**src/rtl/timed_event_scheduler_pkg.sv**
```systemverilog
// Shared types and constants for the timed event scheduler.
// Optional feature macro: TIMED_EVENT_SCHEDULER_LATE_DROP_EN (see top-level file).
package timed_event_scheduler_pkg;

    localparam int TS_WIDTH           = 64;
    localparam int LATE_COUNT_WIDTH   = 16;
    localparam int DEFAULT_DATA_WIDTH = 64;

    typedef enum logic [1:0] {
        IDLE = 2'd0,
        LOAD = 2'd1,
        WAIT = 2'd2,
        FIRE = 2'd3
    } state_e;

    typedef struct packed {
        logic [TS_WIDTH-1:0]           ts;
        logic [DEFAULT_DATA_WIDTH-1:0] data;
    } event_t;

    // Saturating increment used by the late-event counter.
    function automatic logic [LATE_COUNT_WIDTH-1:0] sat_inc(input logic [LATE_COUNT_WIDTH-1:0] v);
        return (v == {LATE_COUNT_WIDTH{1'b1}}) ? v : v + LATE_COUNT_WIDTH'(1);
    endfunction

endpackage

```
**src/rtl/timed_event_scheduler_event_fifo.sv**
```systemverilog
// Synchronous first-word-fall-through FIFO holding {timestamp, payload} entries.
module event_fifo #(
    parameter int WIDTH    = 128,
    parameter int DEPTH    = 16,
    parameter int ADDR_LEN = 4
) (
    input  logic                clk,
    input  logic                rst_n,
    input  logic                flush,
    input  logic                push,
    input  logic                pop,
    input  logic [WIDTH-1:0]    wr_data,
    output logic [WIDTH-1:0]    rd_data,
    output logic                full,
    output logic                empty,
    output logic [ADDR_LEN:0]   count
);

    logic [WIDTH-1:0]    mem_q [DEPTH];
    logic [ADDR_LEN-1:0] wr_ptr_q, wr_ptr_d;
    logic [ADDR_LEN-1:0] rd_ptr_q, rd_ptr_d;
    logic [ADDR_LEN:0]   count_q, count_d;
    logic                wr_en_s, rd_en_s;

    assign full    = (count_q == (ADDR_LEN+1)'(DEPTH));
    assign empty   = (count_q == '0);
    assign count   = count_q;
    assign rd_data = mem_q[rd_ptr_q];
    assign wr_en_s = push & ~full & ~flush;
    assign rd_en_s = pop & ~empty & ~flush;

    // Pointer and occupancy update; flush wins over any push or pop.
    always_comb begin
        wr_ptr_d = wr_ptr_q;
        rd_ptr_d = rd_ptr_q;
        count_d  = count_q;
        if (flush) begin
            wr_ptr_d = '0;
            rd_ptr_d = '0;
            count_d  = '0;
        end else begin
            if (wr_en_s) wr_ptr_d = wr_ptr_q + ADDR_LEN'(1);
            else         wr_ptr_d = wr_ptr_q;
            if (rd_en_s) rd_ptr_d = rd_ptr_q + ADDR_LEN'(1);
            else         rd_ptr_d = rd_ptr_q;
            case ({wr_en_s, rd_en_s})
                2'b10:   count_d = count_q + (ADDR_LEN+1)'(1);
                2'b01:   count_d = count_q - (ADDR_LEN+1)'(1);
                default: count_d = count_q;
            endcase
        end
    end

    // Control state registers.
    always_ff @(posedge clk or negedge rst_n) begin
        if (!rst_n) begin
            wr_ptr_q <= '0;
            rd_ptr_q <= '0;
            count_q  <= '0;
        end else begin
            wr_ptr_q <= wr_ptr_d;
            rd_ptr_q <= rd_ptr_d;
            count_q  <= count_d;
        end
    end

    // Storage array; contents need no reset since occupancy gates reads.
    always_ff @(posedge clk) begin
        if (wr_en_s) mem_q[wr_ptr_q] <= wr_data;
    end

endmodule

```
**src/rtl/timed_event_scheduler.sv**
```systemverilog
// Releases buffered timestamped events in order once the timestamp counter reaches them.
// Optional: define TIMED_EVENT_SCHEDULER_LATE_DROP_EN to discard late events instead of releasing them.
module timed_event_scheduler
    import timed_event_scheduler_pkg::*;
#(
    parameter int DATA_WIDTH    = 64,
    parameter int FIFO_DEPTH    = 16,
    parameter int FIFO_ADDR_LEN = 4
) (
    input  logic                        s_axi_aclk,
    input  logic                        s_axi_aresetn,
    input  logic [TS_WIDTH-1:0]         counter,
    input  logic                        run,
    input  logic                        flush,
    input  logic                        in_valid,
    input  logic [TS_WIDTH-1:0]         in_timestamp,
    input  logic [DATA_WIDTH-1:0]       in_data,
    output logic                        in_ready,
    output logic                        evt_valid,
    input  logic                        evt_ready,
    output logic [DATA_WIDTH-1:0]       evt_data,
    output logic                        evt_late,
    output logic [LATE_COUNT_WIDTH-1:0] late_count,
    output logic [FIFO_ADDR_LEN:0]      fill_level
);

    localparam int ENTRY_W = TS_WIDTH + DATA_WIDTH;

    state_e                      state_q, state_d;
    logic [TS_WIDTH-1:0]         head_ts_q, head_ts_d;
    logic [DATA_WIDTH-1:0]       head_data_q, head_data_d;
    logic                        late_q, late_d;
    logic                        evt_valid_q, evt_valid_d;
    logic [DATA_WIDTH-1:0]       evt_data_q, evt_data_d;
    logic                        evt_late_q, evt_late_d;
    logic [LATE_COUNT_WIDTH-1:0] late_count_q, late_count_d;
    logic                        ready_en_q;

    logic [ENTRY_W-1:0]          fifo_rd_data_s;
    logic                        fifo_push_s, fifo_pop_s, fifo_full_s, fifo_empty_s;
    logic [FIFO_ADDR_LEN:0]      fifo_count_s;
    logic                        late_inc_s, is_late_s;

    assign in_ready    = ready_en_q & ~fifo_full_s;
    assign fifo_push_s = in_valid & in_ready & ~flush;
    assign is_late_s   = (counter > head_ts_q);

    event_fifo #(
        .WIDTH    (ENTRY_W),
        .DEPTH    (FIFO_DEPTH),
        .ADDR_LEN (FIFO_ADDR_LEN)
    ) u_event_fifo (
        .clk     (s_axi_aclk),
        .rst_n   (s_axi_aresetn),
        .flush   (flush),
        .push    (fifo_push_s),
        .pop     (fifo_pop_s),
        .wr_data ({in_timestamp, in_data}),
        .rd_data (fifo_rd_data_s),
        .full    (fifo_full_s),
        .empty   (fifo_empty_s),
        .count   (fifo_count_s)
    );

    // Scheduler FSM: a pop into the head register always lands in LOAD.
    always_comb begin
        state_d     = state_q;
        head_ts_d   = head_ts_q;
        head_data_d = head_data_q;
        late_d      = late_q;
        evt_valid_d = evt_valid_q;
        evt_data_d  = evt_data_q;
        evt_late_d  = evt_late_q;
        fifo_pop_s  = 1'b0;
        late_inc_s  = 1'b0;
        if (flush) begin
            state_d     = IDLE;
            evt_valid_d = 1'b0;
            late_d      = 1'b0;
        end else begin
            case (state_q)
                IDLE: begin
                    if (!fifo_empty_s) begin
                        fifo_pop_s               = 1'b1;
                        {head_ts_d, head_data_d} = fifo_rd_data_s;
                        state_d                  = LOAD;
                    end else begin
                        state_d = IDLE;
                    end
                end
                LOAD: begin
                    late_d = is_late_s;
`ifdef TIMED_EVENT_SCHEDULER_LATE_DROP_EN
                    if (is_late_s) begin
                        late_inc_s = 1'b1;
                        if (!fifo_empty_s) begin
                            fifo_pop_s               = 1'b1;
                            {head_ts_d, head_data_d} = fifo_rd_data_s;
                            state_d                  = LOAD;
                        end else begin
                            state_d = IDLE;
                        end
                    end else begin
                        state_d = WAIT;
                    end
`else
                    state_d = WAIT;
`endif
                end
                WAIT: begin
                    // Late heads satisfy the compare immediately, so they fire on the first run cycle.
                    if (run && (counter >= head_ts_q)) begin
                        evt_valid_d = 1'b1;
                        evt_data_d  = head_data_q;
                        evt_late_d  = late_q;
                        late_inc_s  = late_q;
                        state_d     = FIRE;
                    end else begin
                        state_d = WAIT;
                    end
                end
                FIRE: begin
                    if (evt_ready) begin
                        evt_valid_d = 1'b0;
                        if (!fifo_empty_s) begin
                            fifo_pop_s               = 1'b1;
                            {head_ts_d, head_data_d} = fifo_rd_data_s;
                            state_d                  = LOAD;
                        end else begin
                            state_d = IDLE;
                        end
                    end else begin
                        state_d = FIRE;
                    end
                end
                default: state_d = IDLE;
            endcase
        end
        late_count_d = late_inc_s ? sat_inc(late_count_q) : late_count_q;
    end

    // State and output registers.
    always_ff @(posedge s_axi_aclk or negedge s_axi_aresetn) begin
        if (!s_axi_aresetn) begin
            state_q      <= IDLE;
            head_ts_q    <= '0;
            head_data_q  <= '0;
            late_q       <= 1'b0;
            evt_valid_q  <= 1'b0;
            evt_data_q   <= '0;
            evt_late_q   <= 1'b0;
            late_count_q <= '0;
            ready_en_q   <= 1'b0;
        end else begin
            state_q      <= state_d;
            head_ts_q    <= head_ts_d;
            head_data_q  <= head_data_d;
            late_q       <= late_d;
            evt_valid_q  <= evt_valid_d;
            evt_data_q   <= evt_data_d;
            evt_late_q   <= evt_late_d;
            late_count_q <= late_count_d;
            ready_en_q   <= 1'b1;
        end
    end

    assign evt_valid  = evt_valid_q;
    assign evt_data   = evt_data_q;
    assign evt_late   = evt_late_q;
    assign late_count = late_count_q;
    assign fill_level = fifo_count_s + (FIFO_ADDR_LEN+1)'(state_q != IDLE);

endmodule

```
**config.mk**
```make
export PLATFORM = sky130hd
export DESIGN_NAME = timed_event_scheduler
export DESIGN_NICKNAME = d
export VERILOG_FILES = /design/src/rtl/timed_event_scheduler_pkg.sv /design/src/rtl/timed_event_scheduler_event_fifo.sv /design/src/rtl/timed_event_scheduler.sv
export SDC_FILE = /design/constraint.sdc
export NUM_CORES = 2
export LEC_CHECK = 0
export CELL_PAD_IN_SITES_DETAIL_PLACEMENT = 0
export CELL_PAD_IN_SITES_GLOBAL_PLACEMENT = 2
export CORE_UTILIZATION = 43
export CTS_CLUSTER_SIZE = 16
export DETAILED_ROUTE_END_ITERATION = 6
export HOLD_SLACK_MARGIN = 0.05
export PLACE_DENSITY_LB_ADDON = 0.25
export SYNTH_ARGS = -nofsm -noshare
export SYNTH_HDL_FRONTEND = slang
export SYNTH_SLANG_ARGS = --single-unit
```
**constraint.sdc**
```tcl
create_clock -name s_axi_aclk -period 10 [get_ports s_axi_aclk]
set_clock_uncertainty 0.1 [all_clocks]
set_input_delay 2.5 -clock s_axi_aclk [delete_from_list [all_inputs] [get_ports s_axi_aclk]]
set_output_delay 2.5 -clock s_axi_aclk [all_outputs]
set_load 0.02 [all_outputs]
```
==> results by stage <==
Outcome:
- The flow ran to the end, and the final reports show no timing, DRC or antenna violations.

Placement:
- The count of buffers added on input and output ports is 285.
- After detailed placement, the total cell area comes to between 90000 and 100000 um^2.
- The global placement routability congestion is ~0.74.
- After legalization and detailed placement, the total HPWL measured approximately 110000 um.
- The total placed cells including tap cells is 7421.

Die:
- The height of the die is between 400 and 500 um.
- The number of top-level design ports is 286.
- The initialized floorplan defines 165 standard-cell rows.
- The total area inside the core boundary comes to about 200000 um^2.
- The floorplan step defined a die boundary enclosing between 200000 and 250000 um^2.
- The die span in x is 455 um.
- The initial standard-cell utilization of the core is 0.434.

Critical path:
- The worst register-to-register path has a depth of 11.
- The worst setup path is launched from an input port.
- The slack of the worst reg-to-reg path is 4.77 ns.
- The endpoint kind of the worst setup timing path is a flip-flop.
- The critical path arrival is ~7.3 ns.
- The largest fanout on the critical path is 81.
- Tracing the worst setup path back leads to its startpoint at counter[51].
- In this run the worst setup path terminates at late_count[1].
- The critical path required time is 10.64 ns.
- In this run the critical register-to-register path is captured at late_count[1].
- In this run the critical register-to-register path is launched from head_ts_q[49].
- The critical path in this run is classified as in2reg.

Power:
- The overall power is 23.5 mW.
- In this run the power spent charging and discharging nets is approximately 6 mW.
- The sequential share of power is 0.474.
- The internal portion of the total power is roughly 17 mW.
- The share of total power in combinational logic is 0.163.
- Dividing total power by cell area gives a power density of about 230 nW/um^2.
- The worst IR drop on VDD is 188 uV.
- The static power due to leakage is approximately 32 nW.
- Of the total power, the share spent switching nets is 0.257.
- The portion of total power attributed to the clock network is 0.363.

Cells and area:
- Summing all multi-input logic gate instances after layout gives approximately 20000 um^2.
- The share of post-route cells with drive strength above 1 is 0.154.
- Counting the fill cells in the layout gives between 15000 and 20000.
- The area used by sequential logic in the layout is between 60000 and 70000 um^2.
- The net count reported at finish is between 5000 and 6000.
- The final instance area is just over 100000 um^2.
- The non-filler instance count after layout is between 7000 and 8000.
- The synthesis-to-finish area growth is 15.6%.

Timing:
- The total count of max-transition violations in the final report is 0.
- Setup violations remaining at the end of the flow were counted as 0.
- The clock period minus final worst setup slack is 6.65 ns.
- Derived from the worst setup path, the maximum achievable clock frequency is 150 MHz.
- The total count of hold-check failures in the final report is 0.
- The actual slew at the worst max-slew pin is 1.33 ns.
- Setup repair after global routing left no endpoint under its margin.
- Hold timing on the final database bottoms out at a slack of about 0.37 ns.
- The total negative slack for setup checks is 0 ns.
- The worst slew margin relative to its limit is 0.114.
- The fraction of the cycle the final worst path needs is 0.665.

Synthesis:
- The number of warning messages in the yosys log is 0.
- The synthesized netlist occupies a cell area of between 80000 and 90000 um^2.
- Counting flops and latches in the post-synthesis netlist gives 2275.
- Ranked by total cell area, the synthesized netlist is headed by edfxtp_1 70%, mux4_2 7.1%, dfrtp_1 6.5%.
- The count of mapped cells out of synthesis is 4633.
- Counting flops with an async set or reset pin after synthesis yields a share of 0.0998.
- Counting flops with a built-in enable in the synthesized netlist gives 2048.
- The number of different library cells in the post-synthesis netlist is 48.
- Of the post-synthesis cell area, the dominant cell type holds 0.698.
- The total nets after synthesis is 4911.
- The part of the Yosys area used for sequential elements is 0.763.
- The most area-hungry cell type in the Yosys netlist is edfxtp_1.
- Each instance of the synthesized netlist takes up on average 19.0 um^2.
- The main flop type after synthesis is edfxtp_1.

GRT:
- In the global route stage, overall resource usage came out at 0.217.
- The number of antenna violations at the first check in global routing came to 43.
- The via count of the first global-routing pass is about 45000.
- Entering global routing, the biggest net connects 146 pins.
- The first global-routing pass estimated roughly 320000 um of wire.
- The total grt overflow is 0.

CTS:
- Clock-pin slew was measured on the worst setup and hold paths at 0.06 ns.
- The number of hold buffers added after CTS is 0.
- The H-tree was split into 4 levels.
- The number of setup buffers added after CTS is 0.
- The tree is rooted in a clkbuf_16.
- Counting along the longest clock path gives a buffer depth of 3.
- The number of gates resized after CTS was 0.
- The number of clock buffers inserted by TritonCTS is 231.
- The clock sink count is 2275.
- For the worst-skew pair, the clock arrives at the later sink with an insertion delay of 0.86 ns.
- The CTS tree is built.

Routing:
- The post-route DRC violation count is 0.
- The final route contains approximately 45000 vias.
- Using the TritonRoute via totals, the vias-per-cell ratio works out to 5.69.
- The routed wire length is ~220000 um.
- The routed wire length per instance is 28.6 um.
- The detail route stage leaves a number of antenna-violating nets equal to 0.
- The detailed router's first-iteration violation count is 3425.
- The first detailed-routing pass ran for 5 iterations.

Worst hold path:
- The type of the tightest min-delay check is reg2reg.

Job:
- Across the run, the number of max-cap violations was 0.
==> per-stage QoR <==
step	setup WS [ns]	util
6_report	3.35	0.502
5_1_grt	3.33	0.502
4_1_cts	3.38	0.502
3_5_place_dp	2.47	0.465
3_3_place_gp	2.62	0.465
2_1_floorplan	0.914	-
==> power groups by stage <==
stage / registers, mW / clock network [mW] / logic [mW]
CTS: 11.2 / 8.70 / 3.93
global route: 11.2 / 9.02 / 4.20
detailed placement: 11.4 / 0 / 3.92
finish: 11.1 / 8.53 / 3.84
floorplan: 11.3 / 0 / 2.51
global placement: 11.3 / 0 / 3.88
==> Yosys cell counts, types with 11 or more instances <==
cell type	count
o221ai_1	363
o21ai_0	143
mux2i_1	482
nor2_1	40
nand4_1	28
dfrtp_1	227
clkbuf_1	157
nand2_1	396
nand3_1	21
mux2_2	70
xnor2_1	23
buf_1	27
edfxtp_1	2048
a21oi_1	34
inv_1	81
ha_1	79
buf_2	68
mux4_2	277
nor3_1	11
==> placed cells by master (no fill, tap or decap), types with 4 or more instances in the layout <==
cell                n
a21oi_1            34
and3_1              7
buf_12             19
buf_4              65
bufinv_16          19
clkbuf_1           60
clkbuf_16         236
clkbuf_8           18
clkdlybuf4s50_1   284
clkinv_1           37
clkinv_2           45
clkinvlp_4          8
dfrtp_1           223
dfrtp_4             4
diode_2            17
edfxtp_1         2048
ha_1               79
inv_1              80
inv_6               4
mux2_2             70
mux2i_1           482
mux4_2            277
nand2_1           395
nand2b_1            6
nand3_1            21
nand4_1            28
nor2_1             28
nor2_4             12
nor3_1              6
nor3_4              4
o21ai_0           142
o221ai_1          363
xnor2_1            23
==> per-layer routing <==
metal	global-route usage	vias up	share of wire	wire [um]
met4	0.0590	36	0.024	5300
met1	0.286	23796	0.42	94600
met2	0.375	984	0.51	115000
met3	0.0335	345	0.045	10100
met5	0	-	0.0010	224
li1	-	19596	-	-
==> how the worst min path moves through the flow <==
stage                       to       startpoint  depth (start not counted)  slack [ns]
3_5_place_dp   head_data_q[35]  head_data_q[35]                          2        0.37
5_1_grt          head_ts_q[36]    head_ts_q[36]                          2        0.40
3_3_place_gp    head_data_q[9]   head_data_q[9]                          2        0.36
2_1_floorplan   head_data_q[0]   head_data_q[0]                          2        0.34
6_report       head_data_q[26]  head_data_q[26]                          2        0.37
4_1_cts        head_data_q[33]  head_data_q[33]                          2        0.38
==> cell type report <==
cell class,count,area share
diodes,17,0.000418
clock buffers,314,0.0626
inverters,81,0.00304
multi-input cells,2024,0.193
flip-flops and latches,2275,0.660
clock inverters,119,0.0111
well taps,2672,0.0328
repair buffers,369,0.0366
==> critical path: stages <==
cell             delay [ns]
clkdlybuf4s50_1        0.41
ha_1                   0.32
nand4_1                0.59
nor4_4                 1.12
nand2_1                0.26
nor4_1                 0.35
nor4_1                 0.17
a211oi_4               0.29
buf_12                 0.28
nand3_1                0.25
mux2_2                 0.32
==> registers in the layout (all words and copies together) (netlist names), 2 cells and up <==
| signal | count |
|---|---|
| u_event_fifo.mem_q | 2048 |
| evt_data | 64 |
| head_data_q | 64 |
| head_ts_q | 64 |
| late_count | 16 |
| u_event_fifo.count | 5 |
| u_event_fifo.rd_ptr_q | 4 |
| u_event_fifo.wr_ptr_q | 4 |
| state_q | 2 |
==> cell families after synthesis <==
family | count (synthesis) | synth area share
AO/OA/AOI/OAI | 560 | 0.0481
XOR/XNOR | 26 | 0.00259
adder cells (fa/ha/maj) | 80 | 0.0115
buffers and inverters | 334 | 0.0152
flip-flops | 2275 | 0.763
multiplexers | 830 | 0.135
other | 1 | 0.0000426
AND/OR/NAND/NOR | 527 | 0.0249
Power figures use the tool's default switching activity.
